**config.mk**
```make
export PLATFORM = sky130hd
export DESIGN_NAME = word_unloader
export DESIGN_NICKNAME = d
export VERILOG_FILES = /design/src/rtl/word_unloader.sv
export SDC_FILE = /design/constraint.sdc
export NUM_CORES = 1
export LEC_CHECK = 0
export CORE_AREA = 5 5 42 44
export CTS_CLUSTER_DIAMETER = 60
export DETAILED_ROUTE_END_ITERATION = 16
export DIE_AREA = 0 0 47 49
export HOLD_SLACK_MARGIN = 0.05
export PLACE_DENSITY = 0.63
export SKIP_CTS_REPAIR_TIMING = 1
export SYNTH_ARGS = -nofsm -noshare
export SYNTH_HDL_FRONTEND = slang
export SYNTH_SLANG_ARGS = --single-unit
```
**constraint.sdc**
```tcl
create_clock -name clk -period 2.15 [get_ports clk]
set_input_delay 0.43 -clock clk [delete_from_list [all_inputs] [get_ports clk]]
set_output_delay 0.43 -clock clk [all_outputs]
set_load 0.02 [all_outputs]
```
**src/rtl/word_unloader.sv**
```systemverilog
// Serialises a size-bit word LSB-first over a valid/ready bit handshake and pulses done after the last bit.
// Optional WORD_UNLOADER_PARITY_EN appends an even-parity bit after the data bits.
//
// state | meaning
// IDLE  | waiting for load; captures val on load
// SHIFT | presenting bits; one bit per accepted handshake
// DONE  | one-cycle done pulse, then back to IDLE
module word_unloader #(
    parameter int size = 3
) (
    input  logic            clk,
    input  logic            rst,
    input  logic            load,
    input  logic [size-1:0] val,
    output logic            busy,
    output logic            bit_out,
    output logic            bit_valid,
    input  logic            bit_ready,
    output logic            done
);

    localparam logic [1:0] IDLE  = 2'd0;
    localparam logic [1:0] SHIFT = 2'd1;
    localparam logic [1:0] DONE  = 2'd2;

`ifdef WORD_UNLOADER_PARITY_EN
    localparam int NBITS = size + 1;
`else
    localparam int NBITS = size;
`endif
    localparam int CW = $clog2(size + 2);
    localparam logic [CW-1:0] LAST = CW'(NBITS - 1);

    logic [1:0]      state;
    logic [1:0]      state_nxt;
    logic [size-1:0] sreg;
    logic [CW-1:0]   cnt;
    logic            xfer;
    logic            capture;

    assign capture = (state == IDLE) && load;
    assign xfer    = (state == SHIFT) && bit_ready;

    always_comb begin
        state_nxt = IDLE;
        case (state)
            IDLE:    state_nxt = load ? SHIFT : IDLE;
            SHIFT:   state_nxt = (xfer && (cnt == LAST)) ? DONE : SHIFT;
            DONE:    state_nxt = IDLE;
            default: state_nxt = IDLE;
        endcase
    end

    always_ff @(posedge clk or posedge rst) begin
        if (rst) begin
            state <= IDLE;
            sreg  <= '0;
            cnt   <= '0;
        end else begin
            state <= state_nxt;
            if (capture) begin
                sreg <= val;
                cnt  <= '0;
            end else if (xfer) begin
                sreg <= sreg >> 1;
                cnt  <= cnt + CW'(1);
            end
        end
    end

`ifdef WORD_UNLOADER_PARITY_EN
    logic par;

    always_ff @(posedge clk or posedge rst) begin
        if (rst) begin
            par <= 1'b0;
        end else if (capture) begin
            par <= ^val;
        end
    end

    // Once the data bits are exhausted the counter points at the parity slot.
    assign bit_out = (cnt == CW'(size)) ? par : sreg[0];
`else
    assign bit_out = sreg[0];
`endif

    assign busy      = (state == SHIFT) || (state == DONE);
    assign bit_valid = (state == SHIFT);
    assign done      = (state == DONE);

endmodule

```
After elaboration in Yosys (flattened, before gate mapping)
Index checks and enable logic that the tools add are counted.
Widths: inputs -> output; s select.
- output and inout port bits: 4
- bits in registers: 8
- logic and storage cells: 20
- bits of input ports: 7
- add/subtract/negate cells: 1
- eq/ne operators: 3
- reduce and logical (&&, ||, !) cells: 6
- multiplexer cells: 7
- operators by type and width (cell ; count):
    $mux 3 ; 4
    $pmux 2 s2 ; 1
    $add 3x1->3 const B ; 1
    $eq 3x2->1 const B ; 1
    $logic_and 1x1->1 ; 3
    $eq 2x1->1 const B ; 1
    $eq 2x2->1 const B ; 1
    $logic_not 2->1 ; 1
    $mux 2 ; 1
    $reduce_bool 2->1 ; 1
    $logic_or 1x1->1 ; 1
    $mux 1 ; 1

Depth between registers and ports, before layout
Gate-level depths: netlist (run 1).
- depth after elaboration: 5
- mapped depth: 5
- depth with buffers taken out: 5

Worst setup path before layout (run 1)
No wires, ideal clock.
- path type: register to register
- start point: register state[1]
- end point: register state[0]
- required time: 2.029 ns
- buffers on the path: 0
- data arrival time: 1.183 ns
- clock period less this slack: 1.304 ns
- slack: 0.846 ns
- library setup time: 0.121 ns
- stages on the path, launching flop included: 6
- cell sequence: dfrtp_1 > inv_1 > ha_1 > nand2_4 > nor3b_4 > o21ai_2
- cells in the longest elaborated chain, start to end: 5
- elaborated cells on any way between the ends: 6
- those cells by class: 1 x eq/ne; 2 x mux; 3 x reduce/logical
- ends and longest elaborated chain (what ; line ; RTL):
    from (decl) ; 34 ; logic [1:0] state;
    from (signal assigned) ; 60 ; state <= state_nxt;
    $eq 2x1->1 * ; - ;
    via bit_valid ; 17 ; output logic bit_valid,
    $logic_and 1x1->1 ; 42 ; assign xfer = (state == SHIFT) && bit_ready;
    $logic_and 1x1->1 ; 48 ; SHIFT: state_nxt = (xfer && (cnt == LAST)) ? DONE : SHIFT;
    $mux 2 ; 48 ;
    $pmux 2 s2 * ; 46 ; case (state)
    via state_nxt[0] ; 35 ; logic [1:0] state_nxt;
Mark *: on every way through the listed nets, which the timed path passes. The rest lies on a longest branch.
A chain may end at the register's enable or synchronous reset.

Final worst setup path (run 1)
- start point: register state[0]
- end point: output busy
- cells in the longest elaborated chain, start to end: 2
- elaborated cells on any way between the ends: 3
- those cells by class: 2 x eq/ne; 1 x reduce/logical
- ends and longest elaborated chain (what ; line ; RTL):
    $eq 2x1->1 or $eq 2x2->1 (tied branches) ; 88 ; assign busy = (state == SHIFT) || (state == DONE);
    $logic_or 1x1->1 * ; 88 ;
    to (decl) ; 15 ; output logic busy,
Mark *: on every way between the ends. The rest lies on a longest branch, timed or not.

==> impl_metrics.sql, run 1 <==
INSERT INTO impl_metrics (metric_group, metric, value, unit) VALUES
('run_status', 'status', 'finished, final reports clean', ''),
('critical_path', 'worstRegToRegCells', '5', ''),
('grt', 'antenna_found_initial', '0', ''),
('die', 'row_count', '14', ''),
('layout', 'flow.area_growth_from_synthesis', '34.1', '%'),
('placement', 'placed_instances', '65', ''),
('cts', 'cts_root_buffer', 'clkbuf_4', ''),
('layout', 'layout_commonest_cell', 'clkdlybuf4s50_1', ''),
('die', 'pin_count', '11', ''),
('timing', 'max_slew.worst_pin.slew', '0.300', 'ns'),
('critical_path', 'critPathMaxStageDelay', '0.59', 'ns'),
('cts', 'cts_max_path_buffers', '2', ''),
('synthesis', 'synth-seq-cells', '8', ''),
('worst_hold_path', 'hp-class', 'in -> async', ''),
('grt', 'first_pass_grt_wire_length', '1.33', 'mm'),
('routing', 'detail_route.vias_per_cell', '4.59', ''),
('pwr', 'switchingPower', '0.303', 'mW'),
('cts', 'tritoncts.num_buffers', '3', ''),
('pwr', 'power.density', '1360', 'nW/um^2'),
('synthesis', 'synth_area_leader', 'dfrtp_1', ''),
('synthesis', 'synthTopCellsByArea', 'dfrtp_1 (47%), ha_1 (15%), inv_1 (5.3%)', ''),
('timing', 'final_min_period', '1.95', 'ns'),
('routing', 'drc_errors', '0', ''),
('die', 'starting_density_of_the_core', '30.4', '%'),
('layout', 'cell_count_final_fillers_out', '68', ''),
('pwr', 'sequentialPowerShare', '34.6', '%'),
('critical_path', 'worst_ep_arrival_time', '1.52', 'ns'),
('critical_path', 'timing.setup.critical_path_class', 'reg -> out', ''),
('grt', 'global_route.usage.total', '8.19', '%'),
('synthesis', 'ys_seq_area_share', '47.1', '%'),
('grt', 'first_global_vias', '325', ''),
('synthesis', 'synthDominantCellAreaShare', '47.1', '%'),
('pwr', 'p_comb_share', '50.5', '%'),
('die', 'floorplan.die_area', '2300', 'um^2'),
('routing', 'dr.pass1.iters', '3', ''),
('timing', 'timing.clock.skew', '0.00311', 'ns'),
('routing', 'route.final.wire_length', '729', 'um'),
('cts', 'cts.reportedPaths.clkPinSlew', '0.05', 'ns'),
('synthesis', 'synthesis.area', '425', 'um^2'),
('layout', 'layout.cells.most_common_list', 'clkdlybuf4s50_1 (9), dfrtp_1 (8), inv_1 (6)', ''),
('grt', 'gr-total-overflow', '0', ''),
('layout', 'drive_above_1_share', '13.5', '%'),
('cts', 'cts.htree.levels', '1', ''),
('layout', 'flip_flop_and_latch_area', '200', 'um^2'),
('placement', 'port_buffers', '10', ''),
('cts', 'cts_tree', 'built', ''),
('timing', 'post-route-period-util', '90.9', '%'),
('routing', 'avg_wl_per_cell', '10.7', 'um'),
('critical_path', 'r2r_start', 'state[1]$_DFF_PP0_', ''),
('synthesis', 'syn_avg_cell_area', '10.9', 'um^2'),
('layout', 'multi_input_area', '203', 'um^2'),
('die', 'die_height', '49', 'um'),
('pwr', 'report.power.total', '0.773', 'mW'),
('flow_run', 'cap_viol_max_count', '0', ''),
('grt', 'largest_net_degree_at_the_start_of_global_routing', '9', ''),
('layout', 'utilization', '40.7', '%'),
('synthesis', 'syn-num-nets', '51', ''),
('critical_path', 'required', '1.72', 'ns'),
('timing', 'slew_headroom', '80.0', '%'),
('critical_path', 'crit_chain', 'inv_1, ha_1, clkdlybuf4s50_1', ''),
('routing', 'drt-initial-drc-count', '13', ''),
('pwr', 'worst_ir_drop_vdd', '523', 'uV'),
('timing', 'rsz0062_at_grt', 'false', ''),
('synthesis', 'synth.yosys.warnings', '0', ''),
('timing', 'timing.final.setup_violations', '0', ''),
('synthesis', 'yosys.cell_types.count', '15', ''),
('timing', 'fin_hold_ws', '0.417', 'ns'),
('critical_path', 'reg2reg_setup_slack', '0.89', 'ns'),
('routing', 'antenna_left', '0', ''),
('placement', 'gp_congestion', '0.693', ''),
('critical_path', 'regToRegEndpoint', 'state[0]$_DFF_PP0_', '');
stage by stage:
step / cell area (um^2) / worst slack [ns]
after floorplan: 425 / 0.846
after global placement: 546 / 0.345
after detailed placement: 546 / 0.339
after CTS: 568 / 0.0466
after global routing: 571 / 0.129
final: 571 / 0.197
registers in the layout, indices dropped and copies added (netlist names):
signal and count:
cnt 3, sreg 3, state 2
cell families after synthesis:
kind of cell               count (synthesis)  synth area share, %
muxes                                      2                 4.71
and+or+nand+nor                           11                 16.5
xor gates and xnor gates                   2                 4.12
buffers and inverters                      6                 5.29
adders and majority gates                  5                 14.7
AOI/OAI and AO/OA                          5                 7.65
DFF                                        8                 47.1
critical path: cells and delay by family (launching register included):
family / cells / cell delay (ns)
buffers and inverters: 2 / 0.65
flip-flops: 1 / 0.34
adder cells (fa/ha/maj): 1 / 0.27
routing by layer:
layer,track usage (%),wire (um),vias to the layer above
met5,0,0,-
met3,2.21,49,4
met1,11.1,319,144
met2,10.9,340,9
li1,-,-,155
met4,5.53,19,0
power by group through the flow:
| stage | combinational [mW] | sequential, mW | clock, mW |
|---|---|---|---|
| finish | 0.390 | 0.268 | 0.115 |
| CTS | 0.400 | 0.269 | 0.119 |
| global route | 0.439 | 0.279 | 0.128 |
| global placement | 0.386 | 0.268 | 0 |
| floorplan | 0.263 | 0.274 | 0 |
| detailed placement | 0.396 | 0.272 | 0 |
worst max-delay path by stage:
stage	from	endpoint	slack, ns	cells after the start
after CTS	state[1]$_DFF_PP0_	bit_valid	0.05	3
after global routing	state[1]$_DFF_PP0_	busy	0.13	3
after floorplan	state[1]$_DFF_PP0_	state[0]$_DFF_PP0_	0.85	5
after detailed placement	state[1]$_DFF_PP0_	bit_valid	0.34	3
final	state[0]$_DFF_PP0_	busy	0.20	3
after global placement	state[1]$_DFF_PP0_	bit_valid	0.34	3
cells in the mapped netlist:
cell and instances:
dfrtp_1 8, inv_1 6, ha_1 5, nor2_1 4, a21oi_1 3, nand3_1 3
mux2i_1 2, a311oi_1 1, nand2_1 1, nand2_2 1, nand2_4 1, nor3b_4 1
o21ai_2 1, xnor2_1 1, xor2_1 1
area by class of cell:
| cell class | count | share of cell area (%) |
|---|---|---|
| multi-input cells | 25 | 35.5 |
| flip-flops and latches | 8 | 35.1 |
| repair buffers | 10 | 18.0 |
| clock buffers | 3 | 3.95 |
| inverters | 6 | 3.95 |
| well taps | 16 | 3.51 |
Note: power is estimated with default switching activity, not from simulation.
==> run 2: changes to the inputs <==
Clock period 2.15 ns to 2.1 ns, I/O delays scaled along.
==> impl_metrics.sql, run 2 (synthesis results as in run 1) <==
INSERT INTO impl_metrics (metric_group, metric, value, unit) VALUES
('die', 'die_height', '49', 'um'),
('routing', 'drt-initial-drc-count', '5', ''),
('cts', 'cts.sinks', '8', ''),
('grt', 'antenna_found_initial', '0', ''),
('cts', 'cts.reportedPaths.clkPinSlew', '0.05', 'ns'),
('routing', 'detail_route.vias_per_cell', '4.62', ''),
('timing', 'max_freq', '518', 'MHz'),
('pwr', 'netSwitchingFraction', '39.2', '%'),
('cts', 'clock_latency', '0.25', 'ns'),
('layout', 'registers_with_the_highest_flip_flop_counts', 'cnt (3), sreg (3), state (2)', ''),
('cts', 'cts_tree', 'built', ''),
('layout', 'finish.net_count', '66', ''),
('die', 'pin_count', '11', ''),
('routing', 'antenna_left', '0', ''),
('critical_path', 'timing.setup.critical_path_class', 'reg -> out', ''),
('critical_path', 'timing.critical_path.fanout_max', '2', ''),
('layout', 'layout.cells.most_common_list', 'clkdlybuf4s50_1 (9), dfrtp_1 (8), inv_1 (6)', ''),
('grt', 'first_pass_grt_wire_length', '1.30', 'mm'),
('pwr', 'worst_ir_drop_vdd', '531', 'uV'),
('timing', 'final_hold_viol_count', '0', ''),
('timing', 'max_slew.worst_pin.slew', '0.315', 'ns'),
('timing', 'rsz0062_at_grt', 'false', ''),
('die', 'core_area', '1400', 'um^2'),
('worst_hold_path', 'hp-class', 'in -> async', ''),
('routing', 'avg_wl_per_cell', '11.6', 'um'),
('pwr', 'internal-power', '0.481', 'mW'),
('die', 'starting_density_of_the_core', '30.4', '%'),
('critical_path', 'timing.critical_path.to_type', 'output port', ''),
('cts', 'cts.htree.levels', '1', ''),
('timing', 'slew_headroom', '79.0', '%'),
('die', 'floorplan.die.width', '47', 'um'),
('placement', 'port_buffers', '10', ''),
('timing', 'timing.final.setup_violations', '0', ''),
('critical_path', 'required', '1.68', 'ns'),
('run_status', 'status', 'finished, final reports clean', ''),
('layout', 'diodes', '0', ''),
('timing', 'final_min_period', '1.93', 'ns'),
('timing', 'timing.clock.skew', '0.00107', 'ns'),
('layout', 'flow.area_growth_from_synthesis', '34.1', '%'),
('layout', 'drive_above_1_share', '13.5', '%'),
('grt', 'largest_net_degree_at_the_start_of_global_routing', '9', ''),
('routing', 'route.final.wire_length', '786', 'um'),
('grt', 'first_global_vias', '336', ''),
('grt', 'gr-total-overflow', '0', ''),
('grt', 'global_route.usage.total', '7.97', '%'),
('cts', 'cts_root_buffer', 'clkbuf_4', ''),
('flow_run', 'cap_viol_max_count', '0', ''),
('routing', 'drc_errors', '0', ''),
('pwr', 'sequentialPowerShare', '34.8', '%'),
('layout', 'flip_flop_and_latch_area', '200', 'um^2'),
('critical_path', 'critical_path.startpoint_type', 'register', ''),
('cts', 'cts_max_path_buffers', '2', ''),
('pwr', 'report.power.total', '0.791', 'mW'),
('placement', 'gp_congestion', '0.693', ''),
('routing', 'detailroute.via_count', '314', ''),
('layout', 'multi_input_area', '203', 'um^2'),
('pwr', 'power.static_leakage', '0.291', 'nW'),
('timing', 'setup_total_negative_slack', '0', 'ns'),
('critical_path', 'worst_ep_arrival_time', '1.51', 'ns'),
('routing', 'dr.pass1.iters', '4', ''),
('cts', 'tritoncts.num_buffers', '3', ''),
('layout', 'layout_filler_cell_count', '150', ''),
('die', 'row_count', '14', ''),
('layout', 'design_area', '571', 'um^2'),
('pwr', 'power.density', '1390', 'nW/um^2'),
('pwr', 'clock_power_share', '14.4', '%'),
('placement', 'detailed_place_hpwl', '579', 'um'),
('layout', 'layout_commonest_cell', 'clkdlybuf4s50_1', ''),
('pwr', 'switchingPower', '0.310', 'mW'),
('timing', 'final-max-slew-violation-count', '0', ''),
('placement', 'placed_cell_area', '546', 'um^2'),
('pwr', 'p_comb_share', '50.8', '%'),
('timing', 'post-route-period-util', '92.0', '%'),
('die', 'floorplan.die_area', '2300', 'um^2');
## run 2: cell counts in the layout (fill, tap and decap cells not counted)
Identical to the previous run, type by type.
## run 2: area by class of cell
| class | instances | share of cell area (%) |
|---|---|---|
| Inverter | 6 | 3.95 |
| Clock buffer | 3 | 3.95 |
| Tap cell | 16 | 3.51 |
| Timing Repair Buffer | 10 | 18.0 |
| Multi-Input combinational cell | 25 | 35.5 |
| Sequential cell | 8 | 35.1 |
## run 2: stage by stage
stage	util (%)	hold slack, ns	instances	worst slack [ns]
after global placement	38.9	0.492	65	0.305
after CTS	40.5	0.429	68	0.0187
after floorplan	-	0.236	39	0.796
after detailed placement	38.9	0.490	65	0.298
final	40.7	0.422	68	0.168
after global routing	40.7	0.441	68	0.0976
## run 2: power by group through the flow
| stage | clock, mW | combinational, mW | sequential [mW] |
|---|---|---|---|
| 5_1_grt | 0.131 | 0.448 | 0.286 |
| 6_report | 0.114 | 0.402 | 0.276 |
| 3_3_place_gp | 0 | 0.395 | 0.275 |
| 2_1_floorplan | 0 | 0.269 | 0.281 |
| 4_1_cts | 0.118 | 0.411 | 0.275 |
| 3_5_place_dp | 0 | 0.403 | 0.278 |
## run 2: path summary, 6_finish.rpt
check / slack, ns / end / cells past startpoint / from
setup / recovery: 0.17 / busy / 3 / state[0]$_DFF_PP0_
hold / removal: 0.42 / state[1]$_DFF_PP0_ / 2 / rst
setup reg to reg: 0.84 / state[0]$_DFF_PP0_ / 5 / state[1]$_DFF_PP0_
hold reg to reg: 0.50 / sreg[2]$_DFFE_PP0P_ / 2 / sreg[2]$_DFFE_PP0P_
max in group asynchronous: 1.44 / sreg[1]$_DFFE_PP0P_ / 2 / rst
min in group clk: 0.50 / sreg[2]$_DFFE_PP0P_ / 2 / sreg[2]$_DFFE_PP0P_
## run 2: routing by layer
layer  vias to the layer above  wire length, um  global-route usage [%]  part of all wire (%)
met3                         2               67                    2.95                   8.5
met1                       147              333                    9.98                    42
li1                        156                -                       -                     -
met2                         9              379                    11.1                    48
met4                         0                7                    5.07                  0.89
met5                         -                0                       0                     0
## run 2: worst max-delay path: stages (launching register included)
cell	delay, ns
dfrtp_1	0.34
inv_1	0.06
ha_1	0.27
clkdlybuf4s50_1	0.59
==> run 3: changes to the inputs <==
Settings changed: ABC_AREA set to 1, HOLD_SLACK_MARGIN 0.05 to unset, PLACE_DENSITY 0.63 to 0.64.
==> impl_metrics.sql, run 3 <==
INSERT INTO impl_metrics (metric_group, metric, value, unit) VALUES
('cts', 'cts_root_buffer', 'clkbuf_4', ''),
('placement', 'detailed_place_hpwl', '606', 'um'),
('synthesis', 'synthTopCellsByArea', 'dfrtp_1 (47%), nand2_1 (17%), ha_1 (15%)', ''),
('routing', 'dr.pass1.iters', '4', ''),
('synthesis', 'synthDominantCellAreaShare', '46.5', '%'),
('routing', 'detail_route.vias_per_cell', '4.34', ''),
('routing', 'drt-initial-drc-count', '5', ''),
('grt', 'antenna_found_initial', '0', ''),
('grt', 'gr-max-usage-layer', 'met1', ''),
('layout', 'flow.area_growth_from_synthesis', '33.7', '%'),
('critical_path', 'reg2reg_setup_slack', '0.90', 'ns'),
('cts', 'tritoncts.num_buffers', '3', ''),
('critical_path', 'worstRegToRegCells', '7', ''),
('synthesis', 'yosys.cell_types.count', '9', ''),
('grt', 'grt_met1_usage', '9.89', '%'),
('synthesis', 'number_of_instances_in_the_synthesized_netlist', '54', ''),
('critical_path', 'required', '1.68', 'ns'),
('grt', 'first_pass_grt_wire_length', '1.26', 'mm'),
('routing', 'detailroute.via_count', '360', ''),
('synthesis', 'synth_cell_count_leaders', 'nand2_1 (20), inv_1 (9), dfrtp_1 (8)', ''),
('cts', 'clock_latency', '0.26', 'ns'),
('synthesis', 'ys_seq_area_share', '46.5', '%'),
('routing', 'drc_errors', '0', ''),
('critical_path', 'critical_path.slowest_cell', 'clkdlybuf4s50_1', ''),
('cts', 'cts.reportedPaths.clkPinSlew', '0.05', 'ns'),
('die', 'floorplan.die_area', '2300', 'um^2'),
('die', 'pin_count', '11', ''),
('run_status', 'status', 'finished, final reports clean', ''),
('worst_hold_path', 'hp-class', 'in -> async', ''),
('grt', 'first_global_vias', '315', ''),
('critical_path', 'regToRegEndpoint', 'cnt[1]$_DFFE_PP0P_', ''),
('critical_path', 'crit_chain', 'inv_1, ha_1, clkdlybuf4s50_1', ''),
('timing', 'timing.clock.skew', '0.00412', 'ns'),
('routing', 'avg_wl_per_cell', '9.05', 'um'),
('timing', 'setup_total_negative_slack', '0', 'ns'),
('pwr', 'power.density', '1210', 'nW/um^2'),
('grt', 'global_route.usage.met3', '2.58', '%'),
('timing', 'final_min_period', '1.96', 'ns'),
('synthesis', 'post-synth-top-count-cell', 'nand2_1', ''),
('cts', 'cts_max_path_buffers', '2', ''),
('timing', 'post-route-period-util', '93.4', '%'),
('placement', 'gp_congestion', '0.743', ''),
('die', 'row_count', '14', ''),
('grt', 'global_route.usage.total', '7.94', '%'),
('pwr', 'report.power.total', '0.698', 'mW'),
('routing', 'antenna_left', '0', ''),
('synthesis', 'synth.yosys.warnings', '0', ''),
('critical_path', 'timing.setup.critical_path_class', 'reg -> out', ''),
('cts', 'cts.sinks', '8', ''),
('layout', 'registers_with_the_highest_flip_flop_counts', 'cnt (3), sreg (3), state (2)', ''),
('layout', 'layout.cells.most_common_list', 'nand2_1 (20), inv_1 (9), clkdlybuf4s50_1 (9)', ''),
('synthesis', 'synth-edff-count', '0', ''),
('synthesis', 'syn-num-nets', '66', ''),
('die', 'starting_density_of_the_core', '30.7', '%'),
('pwr', 'worst_ir_drop_vdd', '414', 'uV'),
('pwr', 'power.static_leakage', '0.325', 'nW'),
('grt', 'largest_net_degree_at_the_start_of_global_routing', '9', ''),
('timing', 'rsz0062_at_grt', 'false', ''),
('die', 'core_area', '1400', 'um^2'),
('die', 'floorplan.die.width', '47', 'um'),
('cts', 'cts_tree', 'built', ''),
('critical_path', 'critical_path.startpoint_type', 'register', ''),
('timing', 'max_freq', '510', 'MHz'),
('synthesis', 'asyncSetResetFlopFracSynth', '100', '%'),
('layout', 'cell_count_final_fillers_out', '83', ''),
('grt', 'globalRouteMet2Util', '9.73', '%'),
('synthesis', 'synthesis.area', '430', 'um^2'),
('cts', 'cts.htree.levels', '1', ''),
('flow_run', 'cap_viol_max_count', '0', ''),
('synthesis', 'synth-seq-cells', '8', ''),
('timing', 'final-max-slew-violation-count', '0', ''),
('placement', 'port_buffers', '10', ''),
('synthesis', 'synth_area_leader', 'dfrtp_1', ''),
('placement', 'placed_instances', '80', ''),
('timing', 'slew_headroom', '78.8', '%'),
('critical_path', 'critPathMaxStageDelay', '0.60', 'ns'),
('die', 'die_height', '49', 'um'),
('timing', 'final_hold_viol_count', '0', ''),
('timing', 'timing.final.setup_violations', '0', ''),
('synthesis', 'syn_avg_cell_area', '7.97', 'um^2'),
('layout', 'diodes', '0', ''),
('critical_path', 'timing.critical_path.fanout_max', '2', ''),
('timing', 'max_slew.worst_pin.slew', '0.318', 'ns'),
('synthesis', 'synth_flop_cell', 'dfrtp_1', ''),
('grt', 'gr-total-overflow', '0', ''),
('routing', 'route.final.wire_length', '751', 'um'),
('critical_path', 'timing.critical_path.to_type', 'output port', ''),
('layout', 'finish.net_count', '81', ''),
('critical_path', 'r2r_start', 'state[1]$_DFF_PP0_', ''),
('critical_path', 'worst_ep_arrival_time', '1.54', 'ns'),
('layout', 'drive_above_1_share', '7.46', '%'),
('layout', 'layout_commonest_cell', 'nand2_1', '');
-- run 3: cell types whose count changed after synthesis, sizes merged --
| cell | delta |
|---|---|
| nor3b | -1 |
| nand2 | +19 |
| a311oi | -1 |
| nand4 | +1 |
| xor2 | -1 |
| xnor2 | -1 |
| nand3 | +1 |
| mux2i | -2 |
| a21oi | -3 |
| inv | +3 |
-- run 3: cell type report --
| cell class | count | area [um^2] |
|---|---|---|
| clock buffer | 3 | 22.5 |
| fill | 153 | 826 |
| inverter | 9 | 33.8 |
| multi-input combinational | 37 | 196 |
| sequential | 8 | 200 |
| tap | 16 | 20.0 |
| timing repair buffer | 10 | 103 |
-- run 3: logic make-up after synthesis --
family	Yosys count	synth area share [%]
flops	8	46.5
simple gates	31	29.9
buf+inv	9	7.85
compound gates	1	1.16
fa+ha+maj	5	14.5
-- run 3: worst max-delay path, delay by kind of cell, from the launching register on --
kind,cells,cell delay (ns)
buffers and inverters,2,0.66
flip-flops,1,0.35
adder cells (fa/ha/maj),1,0.28
-- run 3: stage by stage --
step	worst slack [ns]	utilization, %	hold slack [ns]	instance area (um^2)
floorplan	0.869	-	0.236	430
global placement	0.364	39.3	0.465	551
detailed placement	0.328	39.3	0.464	551
CTS	0.0494	40.9	0.419	573
global route	0.0804	41.1	0.453	576
finish	0.139	41.1	0.413	576
-- run 3: worst max-delay path by stage --
| stage | from | end | slack [ns] | depth (start not counted) |
|---|---|---|---|---|
| after floorplan | state[1]$_DFF_PP0_ | cnt[1]$_DFFE_PP0P_ | 0.87 | 7 |
| after global placement | state[1]$_DFF_PP0_ | bit_valid | 0.36 | 3 |
| after detailed placement | state[1]$_DFF_PP0_ | bit_valid | 0.33 | 3 |
| after CTS | state[1]$_DFF_PP0_ | bit_valid | 0.05 | 3 |
| after global routing | state[0]$_DFF_PP0_ | busy | 0.08 | 3 |
| final | state[0]$_DFF_PP0_ | busy | 0.14 | 3 |
-- run 3: power by group --
part | switching, mW | internal, mW | total (mW)
clock | 0.0525 | 0.0654 | 0.118
sequential | 0.0349 | 0.217 | 0.252
combinational | 0.190 | 0.138 | 0.327
-- run 3: layer usage --
metal	share of wire (%)	vias up
li1	-	191
met1	43	150
met2	41	14
met3	12	5
met4	5.1	0
met5	0	-
